<file path="src/rtl/cnn_result_collector_pkg.sv">
// Shared types and record layout for the CNN result collector.
// Record width depends on RESULT_LOWCONF_EN (adds a stored low-confidence bit).
package cnn_result_pkg;

  typedef enum logic [1:0] {
    IDLE = 2'd0,
    RUN  = 2'd1,
    DONE = 2'd2
  } state_t;

`ifdef RESULT_LOWCONF_EN
  localparam int unsigned LOWCONF_BITS = 1;
`else
  localparam int unsigned LOWCONF_BITS = 0;
`endif

  // Record layout, LSB first: frame index, margin, class, [lowconf]
  function automatic int unsigned margin_w(input int unsigned data_w);
    return data_w + 1;
  endfunction

  function automatic int unsigned margin_lsb(input int unsigned frame_w);
    return frame_w;
  endfunction

  function automatic int unsigned class_bit(input int unsigned data_w, input int unsigned frame_w);
    return frame_w + data_w + 1;
  endfunction

  function automatic int unsigned lowconf_bit(input int unsigned data_w, input int unsigned frame_w);
    return frame_w + data_w + 2;
  endfunction

  function automatic int unsigned record_w(input int unsigned data_w, input int unsigned frame_w);
    return 1 + (data_w + 1) + frame_w + LOWCONF_BITS;
  endfunction

endpackage

</file>
<file path="src/rtl/cnn_result_collector_if.sv">
// Result record stream (ready/valid) from the collector to its sink.
interface cnn_result_collector_if #(
  parameter int unsigned DATA_W  = 8,
  parameter int unsigned FRAME_W = 10
);
  logic               res_valid_o;
  logic               res_ready_i;
  logic               res_class_o;
  logic [DATA_W:0]    res_margin_o;
  logic [FRAME_W-1:0] res_frame_o;
  logic               res_lowconf_o;

  modport master (
    output res_valid_o, res_class_o, res_margin_o, res_frame_o, res_lowconf_o,
    input  res_ready_i
  );

  modport slave (
    input  res_valid_o, res_class_o, res_margin_o, res_frame_o, res_lowconf_o,
    output res_ready_i
  );
endinterface

</file>
<file path="src/rtl/cnn_result_collector_fifo.sv">
// Synchronous FIFO with extra pointer MSB for full/empty; head read from registered storage.
// A pop in the same cycle frees a slot, so a push into a full FIFO is accepted.
module result_fifo #(
  parameter int unsigned WIDTH = 20,
  parameter int unsigned DEPTH = 8
) (
  input  logic             clk,
  input  logic             rst,
  input  logic             clr,
  input  logic             push,
  input  logic             pop,
  input  logic [WIDTH-1:0] din,
  output logic [WIDTH-1:0] dout,
  output logic             full,
  output logic             empty
);
  localparam int unsigned AW = $clog2(DEPTH);

  logic [WIDTH-1:0] mem [DEPTH];
  logic [AW:0]      wr_ptr;
  logic [AW:0]      rd_ptr;
  logic             wr_en;
  logic             rd_en;

  assign empty = (wr_ptr == rd_ptr);
  assign full  = (wr_ptr[AW] != rd_ptr[AW]) && (wr_ptr[AW-1:0] == rd_ptr[AW-1:0]);
  assign rd_en = pop & ~empty;
  assign wr_en = push & (~full | rd_en);
  assign dout  = mem[rd_ptr[AW-1:0]];

  always_ff @(posedge clk or posedge rst) begin
    if (rst) begin
      wr_ptr <= '0;
      rd_ptr <= '0;
      for (int unsigned i = 0; i < DEPTH; i++) mem[i] <= '0;
    end else if (clr) begin
      wr_ptr <= '0;
      rd_ptr <= '0;
    end else begin
      if (wr_en) begin
        mem[wr_ptr[AW-1:0]] <= din;
        wr_ptr              <= wr_ptr + (AW+1)'(1);
      end
      if (rd_en) rd_ptr <= rd_ptr + (AW+1)'(1);
    end
  end
endmodule

</file>
<file path="src/rtl/cnn_result_collector.sv">
// CNN result collector: argmax/margin per frame, record FIFO, batch FSM, counters, sticky flags.
// Optional feature macro: RESULT_LOWCONF_EN (stored low-confidence flag, excluded from class-1 count).
module cnn_result_collector
  import cnn_result_pkg::*;
#(
  parameter int unsigned DATA_W  = 8,
  parameter int unsigned DEPTH   = 8,
  parameter int unsigned FRAME_W = 10,
  parameter int unsigned CNT_W   = 16
) (
  input  logic                   clk,
  input  logic                   rst,
  input  logic                   sta_i,
  input  logic [FRAME_W-1:0]     batch_len_i,
  input  logic                   clr_i,
  input  logic                   valid_i,
  input  logic [DATA_W-1:0]      data1_i,
  input  logic [DATA_W-1:0]      data2_i,
  input  logic [DATA_W:0]        thresh_i,
  cnn_result_collector_if.master res,
  output logic                   busy_o,
  output logic                   batch_done_o,
  output logic [CNT_W-1:0]       class1_cnt_o,
  output logic                   overflow_o,
  output logic                   stray_o
);
  localparam int unsigned MW = margin_w(DATA_W);
  localparam int unsigned ML = margin_lsb(FRAME_W);
  localparam int unsigned CB = class_bit(DATA_W, FRAME_W);
  localparam int unsigned RW = record_w(DATA_W, FRAME_W);

  state_t             state_q, state_d;
  logic [FRAME_W-1:0] frame_idx;
  logic [FRAME_W-1:0] last_idx;
  logic               arm;
  logic               frame_fire;
  logic               stray_hit;

  // Decision and margin, evaluated one bit wider so extreme scores cannot wrap
  logic signed [MW-1:0] s1, s2;
  logic                 cls;
  logic [MW-1:0]        margin;
  logic                 count_ok;
  logic [RW-1:0]        rec_in, rec_head;

  assign s1     = {data1_i[DATA_W-1], data1_i};
  assign s2     = {data2_i[DATA_W-1], data2_i};
  assign cls    = (s2 > s1);
  assign margin = cls ? $unsigned(s2 - s1) : $unsigned(s1 - s2);

`ifdef RESULT_LOWCONF_EN
  logic lowconf;
  assign lowconf  = (margin < thresh_i);
  assign count_ok = cls & ~lowconf;
  assign rec_in   = {lowconf, cls, margin, frame_idx};
  assign res.res_lowconf_o = rec_head[lowconf_bit(DATA_W, FRAME_W)];
`else
  logic unused_thresh;
  assign unused_thresh     = ^thresh_i;
  assign count_ok          = cls;
  assign rec_in            = {cls, margin, frame_idx};
  assign res.res_lowconf_o = 1'b0;
`endif

  logic fifo_full, fifo_empty;
  logic pop_fire, push_ok, drop;

  assign pop_fire = ~fifo_empty & res.res_ready_i;
  assign push_ok  = frame_fire & (~fifo_full | pop_fire);
  assign drop     = frame_fire & fifo_full & ~pop_fire;

  result_fifo #(
    .WIDTH (RW),
    .DEPTH (DEPTH)
  ) u_fifo (
    .clk   (clk),
    .rst   (rst),
    .clr   (clr_i),
    .push  (frame_fire),
    .pop   (res.res_ready_i),
    .din   (rec_in),
    .dout  (rec_head),
    .full  (fifo_full),
    .empty (fifo_empty)
  );

  assign res.res_valid_o  = ~fifo_empty;
  assign res.res_frame_o  = rec_head[FRAME_W-1:0];
  assign res.res_margin_o = rec_head[ML +: MW];
  assign res.res_class_o  = rec_head[CB];

  always_comb begin
    state_d    = state_q;
    arm        = 1'b0;
    frame_fire = 1'b0;
    stray_hit  = valid_i & (state_q != RUN);
    case (state_q)
      IDLE: if (sta_i && batch_len_i != '0) begin
        state_d = RUN;
        arm     = 1'b1;
      end
      RUN: if (valid_i) begin
        frame_fire = 1'b1;
        if (frame_idx == last_idx) state_d = DONE;
      end
      DONE: if (fifo_empty) state_d = IDLE;
      default: state_d = IDLE;
    endcase
    // Clear overrides everything happening in the same cycle
    if (clr_i) begin
      state_d    = IDLE;
      arm        = 1'b0;
      frame_fire = 1'b0;
      stray_hit  = 1'b0;
    end
  end

  always_ff @(posedge clk or posedge rst) begin
    if (rst) state_q <= IDLE;
    else     state_q <= state_d;
  end

  always_ff @(posedge clk or posedge rst) begin
    if (rst) begin
      frame_idx    <= '0;
      last_idx     <= '0;
      class1_cnt_o <= '0;
      overflow_o   <= 1'b0;
      stray_o      <= 1'b0;
    end else if (clr_i) begin
      frame_idx    <= '0;
      class1_cnt_o <= '0;
      overflow_o   <= 1'b0;
      stray_o      <= 1'b0;
    end else begin
      if (arm) begin
        frame_idx <= '0;
        last_idx  <= batch_len_i - FRAME_W'(1);
      end
      if (frame_fire) frame_idx <= frame_idx + FRAME_W'(1);
      if (drop) overflow_o <= 1'b1;
      if (stray_hit) stray_o <= 1'b1;
      if (push_ok && count_ok && class1_cnt_o != '1)
        class1_cnt_o <= class1_cnt_o + CNT_W'(1);
    end
  end

  assign busy_o       = (state_q == RUN);
  assign batch_done_o = (state_q == DONE);
endmodule

</file>
<file path="src/flat_wrapper.sv">
// flat-port wrapper written by rule: the top's interface ports become plain ports
module cnn_result_collector_flat import cnn_result_pkg::*;
#(
  parameter int unsigned DATA_W  = 8,
  parameter int unsigned DEPTH   = 8,
  parameter int unsigned FRAME_W = 10,
  parameter int unsigned CNT_W   = 16
)
  (clk, rst, sta_i, batch_len_i, clr_i, valid_i, data1_i, data2_i, thresh_i, busy_o, batch_done_o, class1_cnt_o, overflow_o, stray_o, res_res_valid_o, res_res_class_o, res_res_margin_o, res_res_frame_o, res_res_lowconf_o, res_res_ready_i);
  cnn_result_collector_if #(.DATA_W(DATA_W), .FRAME_W(FRAME_W)) res_i ();
  input  logic clk;
  input  logic rst;
  input  logic sta_i;
  input  logic [FRAME_W-1:0] batch_len_i;
  input  logic clr_i;
  input  logic valid_i;
  input  logic [DATA_W-1:0] data1_i;
  input  logic [DATA_W-1:0] data2_i;
  input  logic [DATA_W:0] thresh_i;
  output logic busy_o;
  output logic batch_done_o;
  output logic [CNT_W-1:0] class1_cnt_o;
  output logic overflow_o;
  output logic stray_o;
  output wire logic [$bits(res_i.res_valid_o)-1:0] res_res_valid_o;
  output wire logic [$bits(res_i.res_class_o)-1:0] res_res_class_o;
  output wire logic [$bits(res_i.res_margin_o)-1:0] res_res_margin_o;
  output wire logic [$bits(res_i.res_frame_o)-1:0] res_res_frame_o;
  output wire logic [$bits(res_i.res_lowconf_o)-1:0] res_res_lowconf_o;
  input wire logic [$bits(res_i.res_ready_i)-1:0] res_res_ready_i;
  assign res_res_valid_o = res_i.res_valid_o;
  assign res_res_class_o = res_i.res_class_o;
  assign res_res_margin_o = res_i.res_margin_o;
  assign res_res_frame_o = res_i.res_frame_o;
  assign res_res_lowconf_o = res_i.res_lowconf_o;
  assign res_i.res_ready_i = res_res_ready_i;
  cnn_result_collector #(.DATA_W(DATA_W), .DEPTH(DEPTH), .FRAME_W(FRAME_W), .CNT_W(CNT_W)) u_core (.clk(clk), .rst(rst), .sta_i(sta_i), .batch_len_i(batch_len_i), .clr_i(clr_i), .valid_i(valid_i), .data1_i(data1_i), .data2_i(data2_i), .thresh_i(thresh_i), .res(res_i), .busy_o(busy_o), .batch_done_o(batch_done_o), .class1_cnt_o(class1_cnt_o), .overflow_o(overflow_o), .stray_o(stray_o));
endmodule
</file>
<file path="config.mk">
export PLATFORM = sky130hd
export DESIGN_NAME = cnn_result_collector_flat
export DESIGN_NICKNAME = d
export VERILOG_FILES = /design/src/rtl/cnn_result_collector_pkg.sv /design/src/rtl/cnn_result_collector_if.sv /design/src/rtl/cnn_result_collector_fifo.sv /design/src/rtl/cnn_result_collector.sv /design/src/flat_wrapper.sv
export SDC_FILE = /design/constraint.sdc
export NUM_CORES = 1
export LEC_CHECK = 0
export ABC_AREA = 1
export ABC_CLOCK_PERIOD_IN_PS = 8000
export CAP_MARGIN = 20
export CORE_ASPECT_RATIO = 1.5
export CORE_MARGIN = 10
export CORE_UTILIZATION = 60
export CTS_BUF_LIST = sky130_fd_sc_hd__clkbuf_8
export CTS_CLUSTER_SIZE = 40
export DETAILED_ROUTE_END_ITERATION = 16
export PLACE_DENSITY = 0.81
export RECOVER_POWER = 25
export SYNTH_ARGS = -nofsm -noshare
export SYNTH_HDL_FRONTEND = slang
export SYNTH_SLANG_ARGS = --single-unit
</file>
<file path="constraint.sdc">
create_clock -name clk -period 8 [get_ports clk]
set_clock_uncertainty 0.15 [all_clocks]
set_input_delay 1.6 -clock clk [delete_from_list [all_inputs] [get_ports clk]]
set_output_delay 1.6 -clock clk [all_outputs]
set_load 0.05 [all_outputs]
</file>
==> impl_metrics.json <==
{
  "cts_setup_buffers": 0,
  "drt-total-wl_um": 30020,
  "critPathSlowestCell": "clkdlybuf4s50_1",
  "synth_compound_area_share_pct": 12.97,
  "avgSynthCellArea_um2": 7.467,
  "post_cts_resized": 0,
  "worst_slew_pin_slew_ns": 1.073,
  "cp-endpoint": "res_res_frame_o[9]",
  "grt_max_degree": 145,
  "cts_tree": "done",
  "ant_nets": 0,
  "clock-sinks": 208,
  "fin_tns_setup_ns": 0,
  "period_minus_slack_ns": 5.578,
  "timing.hold.ws_ns": 0.3227,
  "status": "completed",
  "syn_nets": 1574,
  "antenna_found_initial": 0,
  "power_density_mw_per_mm2": 214.4,
  "fin_cells": 1823,
  "cts_max_path_buffers": 3,
  "max_stage_delay_ns": 0.90,
  "initial_core_util_pct": 60.79,
  "ctsHtreeMaxLevel": 2,
  "clkPwrFrac_pct": 32.9,
  "r2r_slack_ns": 4.49,
  "vias_per_cell": 5.643,
  "fin_total_pwr_mw": 2.712,
  "dpl.hpwl_um": 18960,
  "slew-limit-headroom_pct": 28.38,
  "yosys.area.top_type": "dfrtp_1",
  "yosysWarnings": 0,
  "root_buffer": "clkbuf_8",
  "synth-edff-count": 0,
  "grt_pass1_vias": 9925,
  "synthSimpleGateAreaFrac_pct": 28.41,
  "diodes": 0,
  "std_cell_rows": 61,
  "dp_cells": 1768,
  "path_delay_family": "buffers and inverters",
  "worstPathRequired_ns": 6.25,
  "p_int_mw": 1.803,
  "critPathLaunch": "u_core.u_fifo.rd_ptr[0]$_DFFE_PP0P_",
  "cp_max_fo": 45,
  "ys_seq_elements": 208,
  "power.switching_uw": 909.5,
  "r2r_cells": 11,
  "pwr-share-comb_pct": 23.7,
  "ir_drop_mv": 0.2738,
  "synth_flop_cell": "dfrtp_1",
  "gp_congestion": 0.8685,
  "dr_total_vias": 10290,
  "synth_top_family_by_area": "simple AND/OR/NAND/NOR gates",
  "arrival_ns": 3.83,
  "die_y_um": 187.9,
  "first_iter_violations": 854,
  "synthAdderAreaFrac_pct": 2.686,
  "finalSetupViolCount": 0,
  "dr.pass1.iters": 5,
  "coreArea_mm2": 0.01855,
  "path_class": "reg2out",
  "endpoint_kind": "primary output",
  "max_freq_mhz": 179.3,
  "path_clk_slew_ns": 0.06,
  "power_frac_seq_pct": 43.4,
  "maxSlewViolCount": 0,
  "synthTopCellsByArea": "dfrtp_1 46%, nand2_1 17%, o21ai_0 8.5%, nor2_1 4.5%, inv_1 4.2%",
  "wl_per_cell_um": 16.47,
  "synth-xor-area-share_pct": 1.942,
  "cp.depth": 7,
  "synthArstFlopShare_pct": 100.0,
  "worstPathCellList": "inv_2 -> buf_4 -> nor2_1 -> o21ai_0 -> a21oi_1 -> a31oi_1 -> clkdlybuf4s50_1",
  "drive_gt1_share_pct": 5.792,
  "hold_viol_final": 0,
  "reg2reg_to": "u_core.u_fifo.mem[139]$_DFFE_PP0P_",
  "cap_violations": 0,
  "synth_top_area_share_pct": 46.17,
  "critPathBufInv": 3,
  "nets": 1616,
  "cts_hold_buffers": 0,
  "grtUsageTotal_pct": 24.02,
  "port_buffers": 72,
  "ys_seq_area_share_pct": 46.17,
  "areaGrowthSynthToFinish_pct": 12.20,
  "syn-cell-area_mm2": 0.01127,
  "fin_crit_sh_pct": 69.72,
  "die_w_um": 131.9,
  "drc": 0,
  "rsz0062_at_grt": "false",
  "r2r-start": "u_core.u_fifo.rd_ptr[0]$_DFFE_PP0P_",
  "hp-class": "reg2reg",
  "die-area_mm2": 0.02479,
  "cp-start-kind": "register",
  "synthMuxAreaShare_pct": 0,
  "grt.overflow.total": 0,
  "cellLeakagePower_nw": 6.354,
  "clk-insertion-delay-late_ns": 0.51,
  "grt_pass1_wl_um": 49740,
  "numCtsBuffers": 34,
  "fin_util_pct": 68.20,
  "pin_count": 83,
  "synth.distinct_cells": 40,
  "swShare_pct": 33.53,
  "syn_inst": 1510
}
## cells in the final DEF (no fill, tap or decap), drive strengths merged, types with 10 or more instances in the layout
master         synthesis  routed
inv                  134     143
a21oi                 25      25
nor2                 144     144
o21ai                203     203
nand4                 26      26
clkbuf                35      42
a31oi                 11      11
xor2                  16      16
dfrtp                208     208
o211ai                10      10
nand3                 66      66
clkdlybuf4s50          0      70
nand2                525     525
o22ai                 23      23
ha                    21      21
## how the worst min path moves through the flow
stage                                    endpoint  depth (start not counted)                          startpoint
2_1_floorplan  u_core.u_fifo.mem[132]$_DFFE_PP0P_                          2  u_core.u_fifo.mem[132]$_DFFE_PP0P_
3_3_place_gp    u_core.u_fifo.mem[35]$_DFFE_PP0P_                          2   u_core.u_fifo.mem[35]$_DFFE_PP0P_
3_5_place_dp    u_core.u_fifo.mem[53]$_DFFE_PP0P_                          2   u_core.u_fifo.mem[53]$_DFFE_PP0P_
4_1_cts        u_core.u_fifo.mem[111]$_DFFE_PP0P_                          2  u_core.u_fifo.mem[111]$_DFFE_PP0P_
5_1_grt         u_core.u_fifo.mem[53]$_DFFE_PP0P_                          2   u_core.u_fifo.mem[53]$_DFFE_PP0P_
6_report        u_core.u_fifo.mem[56]$_DFFE_PP0P_                          2   u_core.u_fifo.mem[56]$_DFFE_PP0P_
## metrics by stage
step	setup WS, ns	area [um^2]
global route	2.353	12650
finish	2.422	12650
global placement	3.059	12010
floorplan	0.5692	11270
CTS	2.491	12650
detailed placement	3.046	12010
## Yosys cell counts (2+ instances only)
cell type	n
nand4_1	26
nor2_8	2
dfrtp_1	208
inv_1	125
nand3_1	64
xor2_1	16
a21oi_1	25
o22ai_1	23
nand2_2	8
clkbuf_1	34
fa_1	2
inv_2	9
xnor2_1	9
o211ai_1	10
nor2_4	5
nor2_1	136
nand2_1	512
buf_2	23
buf_4	10
nor3_1	6
nand2_4	4
o21ai_1	12
ha_1	21
o21ai_0	191
buf_6	2
buf_1	3
a31oi_1	11
## area by class of cell
| class | instances | area (um^2) |
|---|---|---|
| Clock inverter | 13 | 63.81 |
| Inverter | 135 | 514.2 |
| Timing Repair Buffer | 80 | 780.7 |
| Sequential cell | 208 | 5206 |
| Clock buffer | 42 | 578.1 |
| Fill cell | 1636 | 5897 |
| Tap cell | 252 | 315.3 |
| Multi-Input combinational cell | 1093 | 5191 |
## per-layer routing
layer | wire length (um) | up-vias | track usage (%)
met3 | 1609 | 73 | 3.023
met4 | 1185 | 0 | 10.60
met5 | 0 | - | 0
met1 | 11920 | 4902 | 28.29
li1 | - | 4927 | -
met2 | 15300 | 385 | 42.70
## worst reg2reg max path, delay by kind of cell (launching register included)
kind                   cells  cell delay, ns
AO/OA/AOI/OAI              1            0.10
buffers and inverters      3            1.49
flip-flops                 1            0.58
AND/OR/NAND/NOR            7            1.11
## power groups by stage
stage / combinational [mW] / clock (mW) / sequential (mW)
final: 0.644 / 0.893 / 1.18
after global routing: 0.710 / 0.951 / 1.18
after CTS: 0.645 / 0.896 / 1.17
after detailed placement: 0.640 / 0 / 1.19
after global placement: 0.633 / 0 / 1.19
after floorplan: 0.460 / 0 / 1.18
## logic make-up after synthesis
kind of cell    Yosys count
xor+xnor                 25
simple gates            769
compound gates          275
fa+ha+maj                23
buf+inv                 209
flops                   208
other cells               1
## sequential cells by signal (all words and copies together), names as in the netlist
register              cells
u_core.last_idx          10
u_core.overflow_o         1
u_core.state_q            2
u_core.u_fifo.mem       160
u_core.u_fifo.wr_ptr      4
u_core.stray_o            1
u_core.u_fifo.rd_ptr      4
u_core.frame_idx         10
u_core.class1_cnt_o      16
(Power assumes the default switching activity.)
